$ cat src/rtl/kf8254_bus_control_if.sv
// CPU-side bus of the 8254-class timer.
// The CPU drives the strobes, address and write data. The timer returns the captured data byte.
interface kf8254_bus_control_if;
  logic       chip_select_n;
  logic       read_enable_n;
  logic       write_enable_n;
  logic [1:0] address;
  logic [7:0] data_bus_in;
  logic [7:0] internal_data_bus;

  modport master (
    output chip_select_n,
    output read_enable_n,
    output write_enable_n,
    output address,
    output data_bus_in,
    input  internal_data_bus
  );

  modport slave (
    input  chip_select_n,
    input  read_enable_n,
    input  write_enable_n,
    input  address,
    input  data_bus_in,
    output internal_data_bus
  );
endinterface

$ cat src/rtl/kf8254_bus_control.sv
// Bus-side control decoder for the 8254-class timer.
// Synchronises the CPU strobes, captures address/data and emits one-clock command strobes.
module kf8254_bus_control #(
  parameter int unsigned NUM_COUNTERS = 3,
  parameter int unsigned SYNC_STAGES  = 0,
  parameter bit          READBACK_EN  = 1'b1
) (
  input  logic                    clock,
  input  logic                    reset,
  kf8254_bus_control_if.slave     bus,
  output logic [NUM_COUNTERS-1:0] write_counter,
  output logic [NUM_COUNTERS-1:0] write_control,
  output logic [NUM_COUNTERS-1:0] latch_counter,
  output logic [NUM_COUNTERS-1:0] readback_count,
  output logic [NUM_COUNTERS-1:0] readback_status,
  output logic [NUM_COUNTERS-1:0] read_counter,
  output logic [NUM_COUNTERS-1:0] read_done
);

  logic cs_s, rd_s, wr_s;

  // Strobes are delayed SYNC_STAGES clocks; flops idle high so reset looks like an idle bus.
  if (SYNC_STAGES == 0) begin : g_no_sync
    assign cs_s = bus.chip_select_n;
    assign rd_s = bus.read_enable_n;
    assign wr_s = bus.write_enable_n;
  end else begin : g_sync
    logic [2:0] sync_q [SYNC_STAGES];

    always_ff @(posedge clock or posedge reset) begin
      if (reset) begin
        for (int i = 0; i < int'(SYNC_STAGES); i++) sync_q[i] <= 3'b111;
      end else begin
        sync_q[0] <= {bus.chip_select_n, bus.read_enable_n, bus.write_enable_n};
        for (int i = 1; i < int'(SYNC_STAGES); i++) sync_q[i] <= sync_q[i-1];
      end
    end

    assign cs_s = sync_q[SYNC_STAGES-1][2];
    assign rd_s = sync_q[SYNC_STAGES-1][1];
    assign wr_s = sync_q[SYNC_STAGES-1][0];
  end

  logic wr_act, rd_act;
  logic wr_act_q, rd_act_q;
  logic wr_event, rd_event;
  logic [1:0] addr_q;
  logic [7:0] data_q;

  assign wr_act = ~cs_s & ~wr_s;
  assign rd_act = ~cs_s & ~rd_s & ~wr_act;

  // A cycle ends when the strobe rises while chip select was still low the clock before.
  assign wr_event = wr_act_q & wr_s;
  assign rd_event = rd_act_q & rd_s;

  always_ff @(posedge clock or posedge reset) begin
    if (reset) begin
      wr_act_q <= 1'b0;
      rd_act_q <= 1'b0;
      addr_q   <= 2'b00;
      data_q   <= 8'h00;
    end else begin
      wr_act_q <= wr_act;
      rd_act_q <= rd_act;
      if (wr_act) begin
        data_q <= bus.data_bus_in;
        addr_q <= bus.address;
      end else if (rd_act) begin
        addr_q <= bus.address;
      end
    end
  end

  assign bus.internal_data_bus = data_q;

  logic [NUM_COUNTERS-1:0] wc_d, ctl_d, lat_d, rbc_d, rbs_d, rdd_d;
  logic [NUM_COUNTERS-1:0] wc_q, ctl_q, lat_q, rbc_q, rbs_q, rdd_q;
  logic [1:0] sc, rw;

  assign sc = data_q[7:6];
  assign rw = data_q[5:4];

  always_comb begin
    wc_d  = '0;
    ctl_d = '0;
    lat_d = '0;
    rbc_d = '0;
    rbs_d = '0;
    rdd_d = '0;
    if (wr_event) begin
      for (int unsigned i = 0; i < NUM_COUNTERS; i++) begin
        if (addr_q == 2'(i)) wc_d[i] = 1'b1;
      end
      if (addr_q == 2'b11) begin
        for (int unsigned i = 0; i < NUM_COUNTERS; i++) begin
          if (sc == 2'(i)) begin
            if (rw == 2'b00) lat_d[i] = 1'b1;
            else             ctl_d[i] = 1'b1;
          end
        end
        // Read-back: D[3:1] select counters, ~D5 latches count, ~D4 latches status.
        if (READBACK_EN && sc == 2'b11 && !data_q[0]) begin
          for (int unsigned i = 0; i < NUM_COUNTERS; i++) begin
            if (data_q[i+1]) begin
              rbc_d[i] = ~data_q[5];
              rbs_d[i] = ~data_q[4];
            end
          end
        end
      end
    end
    if (rd_event) begin
      for (int unsigned i = 0; i < NUM_COUNTERS; i++) begin
        if (addr_q == 2'(i)) rdd_d[i] = 1'b1;
      end
    end
  end

  always_ff @(posedge clock or posedge reset) begin
    if (reset) begin
      wc_q  <= '0;
      ctl_q <= '0;
      lat_q <= '0;
      rbc_q <= '0;
      rbs_q <= '0;
      rdd_q <= '0;
    end else begin
      wc_q  <= wc_d;
      ctl_q <= ctl_d;
      lat_q <= lat_d;
      rbc_q <= rbc_d;
      rbs_q <= rbs_d;
      rdd_q <= rdd_d;
    end
  end

  assign write_counter   = wc_q;
  assign write_control   = ctl_q;
  assign latch_counter   = lat_q;
  assign readback_count  = rbc_q;
  assign readback_status = rbs_q;
  assign read_done       = rdd_q;

  always_comb begin
    read_counter = '0;
    for (int unsigned i = 0; i < NUM_COUNTERS; i++) begin
      read_counter[i] = rd_act & (bus.address == 2'(i));
    end
  end

endmodule

$ cat src/flat_wrapper.sv
// flat-port wrapper written by rule: the top's interface ports become plain ports
module kf8254_bus_control_flat 
#(
  parameter int unsigned NUM_COUNTERS = 3,
  parameter int unsigned SYNC_STAGES  = 0,
  parameter bit          READBACK_EN  = 1'b1
)
  (clock, reset, write_counter, write_control, latch_counter, readback_count, readback_status, read_counter, read_done, bus_chip_select_n, bus_read_enable_n, bus_write_enable_n, bus_address, bus_data_bus_in, bus_internal_data_bus);
  kf8254_bus_control_if bus_i ();
  input  logic clock;
  input  logic reset;
  output logic [NUM_COUNTERS-1:0] write_counter;
  output logic [NUM_COUNTERS-1:0] write_control;
  output logic [NUM_COUNTERS-1:0] latch_counter;
  output logic [NUM_COUNTERS-1:0] readback_count;
  output logic [NUM_COUNTERS-1:0] readback_status;
  output logic [NUM_COUNTERS-1:0] read_counter;
  output logic [NUM_COUNTERS-1:0] read_done;
  input wire logic [$bits(bus_i.chip_select_n)-1:0] bus_chip_select_n;
  input wire logic [$bits(bus_i.read_enable_n)-1:0] bus_read_enable_n;
  input wire logic [$bits(bus_i.write_enable_n)-1:0] bus_write_enable_n;
  input wire logic [$bits(bus_i.address)-1:0] bus_address;
  input wire logic [$bits(bus_i.data_bus_in)-1:0] bus_data_bus_in;
  output wire logic [$bits(bus_i.internal_data_bus)-1:0] bus_internal_data_bus;
  assign bus_i.chip_select_n = bus_chip_select_n;
  assign bus_i.read_enable_n = bus_read_enable_n;
  assign bus_i.write_enable_n = bus_write_enable_n;
  assign bus_i.address = bus_address;
  assign bus_i.data_bus_in = bus_data_bus_in;
  assign bus_internal_data_bus = bus_i.internal_data_bus;
  kf8254_bus_control #(.NUM_COUNTERS(NUM_COUNTERS), .SYNC_STAGES(SYNC_STAGES), .READBACK_EN(READBACK_EN)) u_core (.clock(clock), .reset(reset), .bus(bus_i), .write_counter(write_counter), .write_control(write_control), .latch_counter(latch_counter), .readback_count(readback_count), .readback_status(readback_status), .read_counter(read_counter), .read_done(read_done));
endmodule
$ cat config.mk
export PLATFORM = sky130hd
export DESIGN_NAME = kf8254_bus_control_flat
export DESIGN_NICKNAME = d
export VERILOG_FILES = /design/src/rtl/kf8254_bus_control_if.sv /design/src/rtl/kf8254_bus_control.sv /design/src/flat_wrapper.sv
export SDC_FILE = /design/constraint.sdc
export NUM_CORES = 1
export LEC_CHECK = 0
export ABC_CLOCK_PERIOD_IN_PS = 3100
export BUFFER_PORTS_ARGS = -buffer_cell sky130_fd_sc_hd__buf_2
export CAP_MARGIN = 40
export CORE_ASPECT_RATIO = 1.4
export CORE_MARGIN = 2
export CORE_UTILIZATION = 25
export DETAILED_ROUTE_END_ITERATION = 12
export GPL_ROUTABILITY_DRIVEN = 0
export PLACE_DENSITY = 0.53
export SLEW_MARGIN = 20
export SYNTH_ARGS = -nofsm -noshare
export SYNTH_HDL_FRONTEND = slang
export SYNTH_SLANG_ARGS = --single-unit
$ cat constraint.sdc
create_clock -name clock -period 3.1 [get_ports clock]
set_input_delay 0.62 -clock clock [delete_from_list [all_inputs] [get_ports clock]]
set_output_delay 0.62 -clock clock [all_outputs]
set_load 0.02 [all_outputs]
==> impl_metrics.ini <==
[hold_path]
hp-class = primary input to asynchronous set/reset pin

[drt]
drcViolationCount = 0
drt_iter0_drc = 32
ant_nets = 0
wl_um = 2360
vias = 796
wl_per_cell_um = 12.4
viasPerCell = 4.19
first_pass_iters = 2

[clock_tree]
cts.sinks = 30
numCtsBuffers = 5
cts_setup_buffers = 0
cts_root_buf = clkbuf_8
post_cts_resized = 0
path_clk_slew_ns = 0.06
clk_path_buf_depth = 2
clock_latency_ns = 0.28
htreeDepth = 2
cts_tree = built
cts_hold_buffers = 0

[setup_path]
slowest_delay_ns = 0.42
path_class = primary input to output port
worst-path-max-fanout = 5
critPathCaptureType = output port
crit_arrival_ns = 1.54
cpLargestDelayFamily = simple AND/OR/NAND/NOR gates
ff2ff_setup_slack_ns = 1.52
crit_path_cell_trace = buf_2 > or3b_4 > nor3_1 > buf_2
cp_common_cell = buf_2
r2r_end = u_core.latch_counter[0]$_DFF_PP0_
reg2reg_depth = 2
start_kind = primary input
crit_required_ns = 2.48
crit_buf_inv = 2
timing.rr.start = u_core.addr_q[0]$_DFFE_PP0P_
crit_slowest_cell = or3b_4

[sta]
fmax_mhz = 463
tightest_slew_ns = 0.674
finalHoldViolCount = 0
tns_ns = 0
period_needed_ns = 2.16
rsz0062_at_grt = false
post-route-period-util_pct = 69.6
finalHoldWorstSlack_ns = 0.430
setup_violations = 0
slew_headroom_pct = 55.0
maxSlewViolCount = 0
clock_skew_ns = 0.00323

[die]
die_w_um = 60.8
dieArea_um2 = 5090
initial_core_util_pct = 26.5
ios = 44
dieHeight_um = 83.6
core_area_um2 = 4270
rows = 28

[synthesis]
netlist.area_leader.share_pct = 66.4
postSynthCellCount = 79
ys_seq_elements = 30
synth_area_um2 = 1130
synth_nets = 94
synthArstFlopShare_pct = 100
synthTopCellsByArea = dfrtp_1, mux2_2, nor3_1
ys_warn_count = 0
synth_edf_count = 0
synth_top_flop_cell = dfrtp_1
synth_top_cell_by_area = dfrtp_1
yosysSeqAreaShare_pct = 66.4
synth_top_cells_by_count = dfrtp_1, nor3_1, mux2_2
yosysMostFrequentCell = dfrtp_1
synth.distinct_cells = 18
syn_avg_cell_area_um2 = 14.3

[pwr]
p_switching_mw = 0.237
power_density_nw_per_um2 = 578
p_int_mw = 0.641
power_frac_comb_pct = 13.0
max-vdd-ir-drop_mv = 0.275
p_clk_share_pct = 36.3
leakagePower_nw = 0.763
netSwitchingFraction_pct = 27.0
pwr-share-seq_pct = 50.7

[layout]
final_area_um2 = 1520
layout-drive-gt1-share_pct = 51.5
area_growth_pct = 34.4
fin_util_pct = 35.6
multi_input_area_um2 = 354
n_fill_cell = 447
register_area_um2 = 751
final_nets = 144
antenna_cells = 0

[placed_design]
placed_area_um2 = 1430
portBuffers = 43
dp_hpwl_um = 1820

[global_routing]
antenna_found_initial = 0
grt_max_degree = 18
grt_pass1_vias = 755
grt_pass1_wl_um = 3600
overflow = 0
grt_usage_pct = 9.88

[run]
cap_violations = 0

[status]
status = complete, no violations
-- area by class of cell --
class | instances | share of cell area, %
clock inverter | 1 | 0.329
clock buffer | 7 | 5.68
multi-input combinational | 43 | 23.3
timing repair buffer | 44 | 15.1
tap | 60 | 4.94
sequential | 30 | 49.4
inverter | 5 | 1.23
-- logic make-up (layout without fill, tap and decap cells) --
| group | Yosys count | in the layout | synth area share (%) |
|---|---|---|---|
| flip-flops | 30 | 30 | 66.4 |
| multiplexers | 10 | 10 | 9.96 |
| AND/OR/NAND/NOR | 32 | 32 | 20.9 |
| buffers and inverters | 6 | 57 | 2.32 |
| AO/OA/AOI/OAI | 1 | 1 | 0.442 |
-- flip-flops by register name, indices dropped and copies added, names as in the netlist --
name / count
u_core.rd_act_q: 1
u_core.bus.internal_data_bus: 8
u_core.write_counter: 3
u_core.write_control: 3
u_core.latch_counter: 3
u_core.readback_count: 3
u_core.addr_q: 2
u_core.readback_status: 3
u_core.wr_act_q: 1
u_core.read_done: 3
-- per-layer routing --
metal | track usage (%) | up-vias | wire length [um]
li1 | - | 378 | -
met1 | 10.3 | 374 | 918
met2 | 15.6 | 37 | 1180
met3 | 4.96 | 7 | 208
met4 | 5.34 | 0 | 55
met5 | 0 | - | 0
-- worst max path at each step --
stage,slack (ns),cells after the start,end,from
floorplan,0.98,2,read_counter[0],bus_chip_select_n
global placement,0.98,4,read_counter[1],bus_write_enable_n
detailed placement,0.92,4,read_counter[0],bus_write_enable_n
CTS,0.92,4,read_counter[0],bus_write_enable_n
global route,0.90,4,read_counter[0],bus_write_enable_n
finish,0.94,4,read_counter[0],bus_write_enable_n
-- through the flow --
step,cells,power (mW),worst slack [ns]
after global routing,190,0.917,0.895
final,190,0.879,0.942
after global placement,181,0.562,0.979
after CTS,190,0.894,0.920
after detailed placement,182,0.569,0.920
after floorplan,79,0.521,0.982
-- layout by cell type (no fill, tap or decap), types with 2 or more instances in the layout --
cell type | synthesis | routed
clkbuf_8 | 0 | 6
nor3b_2 | 2 | 2
dfrtp_1 | 30 | 30
nor3b_1 | 2 | 2
nor3_1 | 11 | 11
mux2_2 | 10 | 10
nand4bb_1 | 2 | 2
nor4_4 | 2 | 2
inv_1 | 5 | 5
nand2_1 | 2 | 2
nand2b_1 | 3 | 3
nor2_1 | 3 | 3
buf_2 | 0 | 43
-- power groups by stage --
stage	Combinational, mW	Sequential (mW)	Clock, mW
finish	0.114	0.445	0.319
global route	0.123	0.450	0.344
CTS	0.117	0.446	0.331
detailed placement	0.116	0.453	0
global placement	0.111	0.451	0
floorplan	0.0526	0.468	0
(Power assumes the default switching activity.)
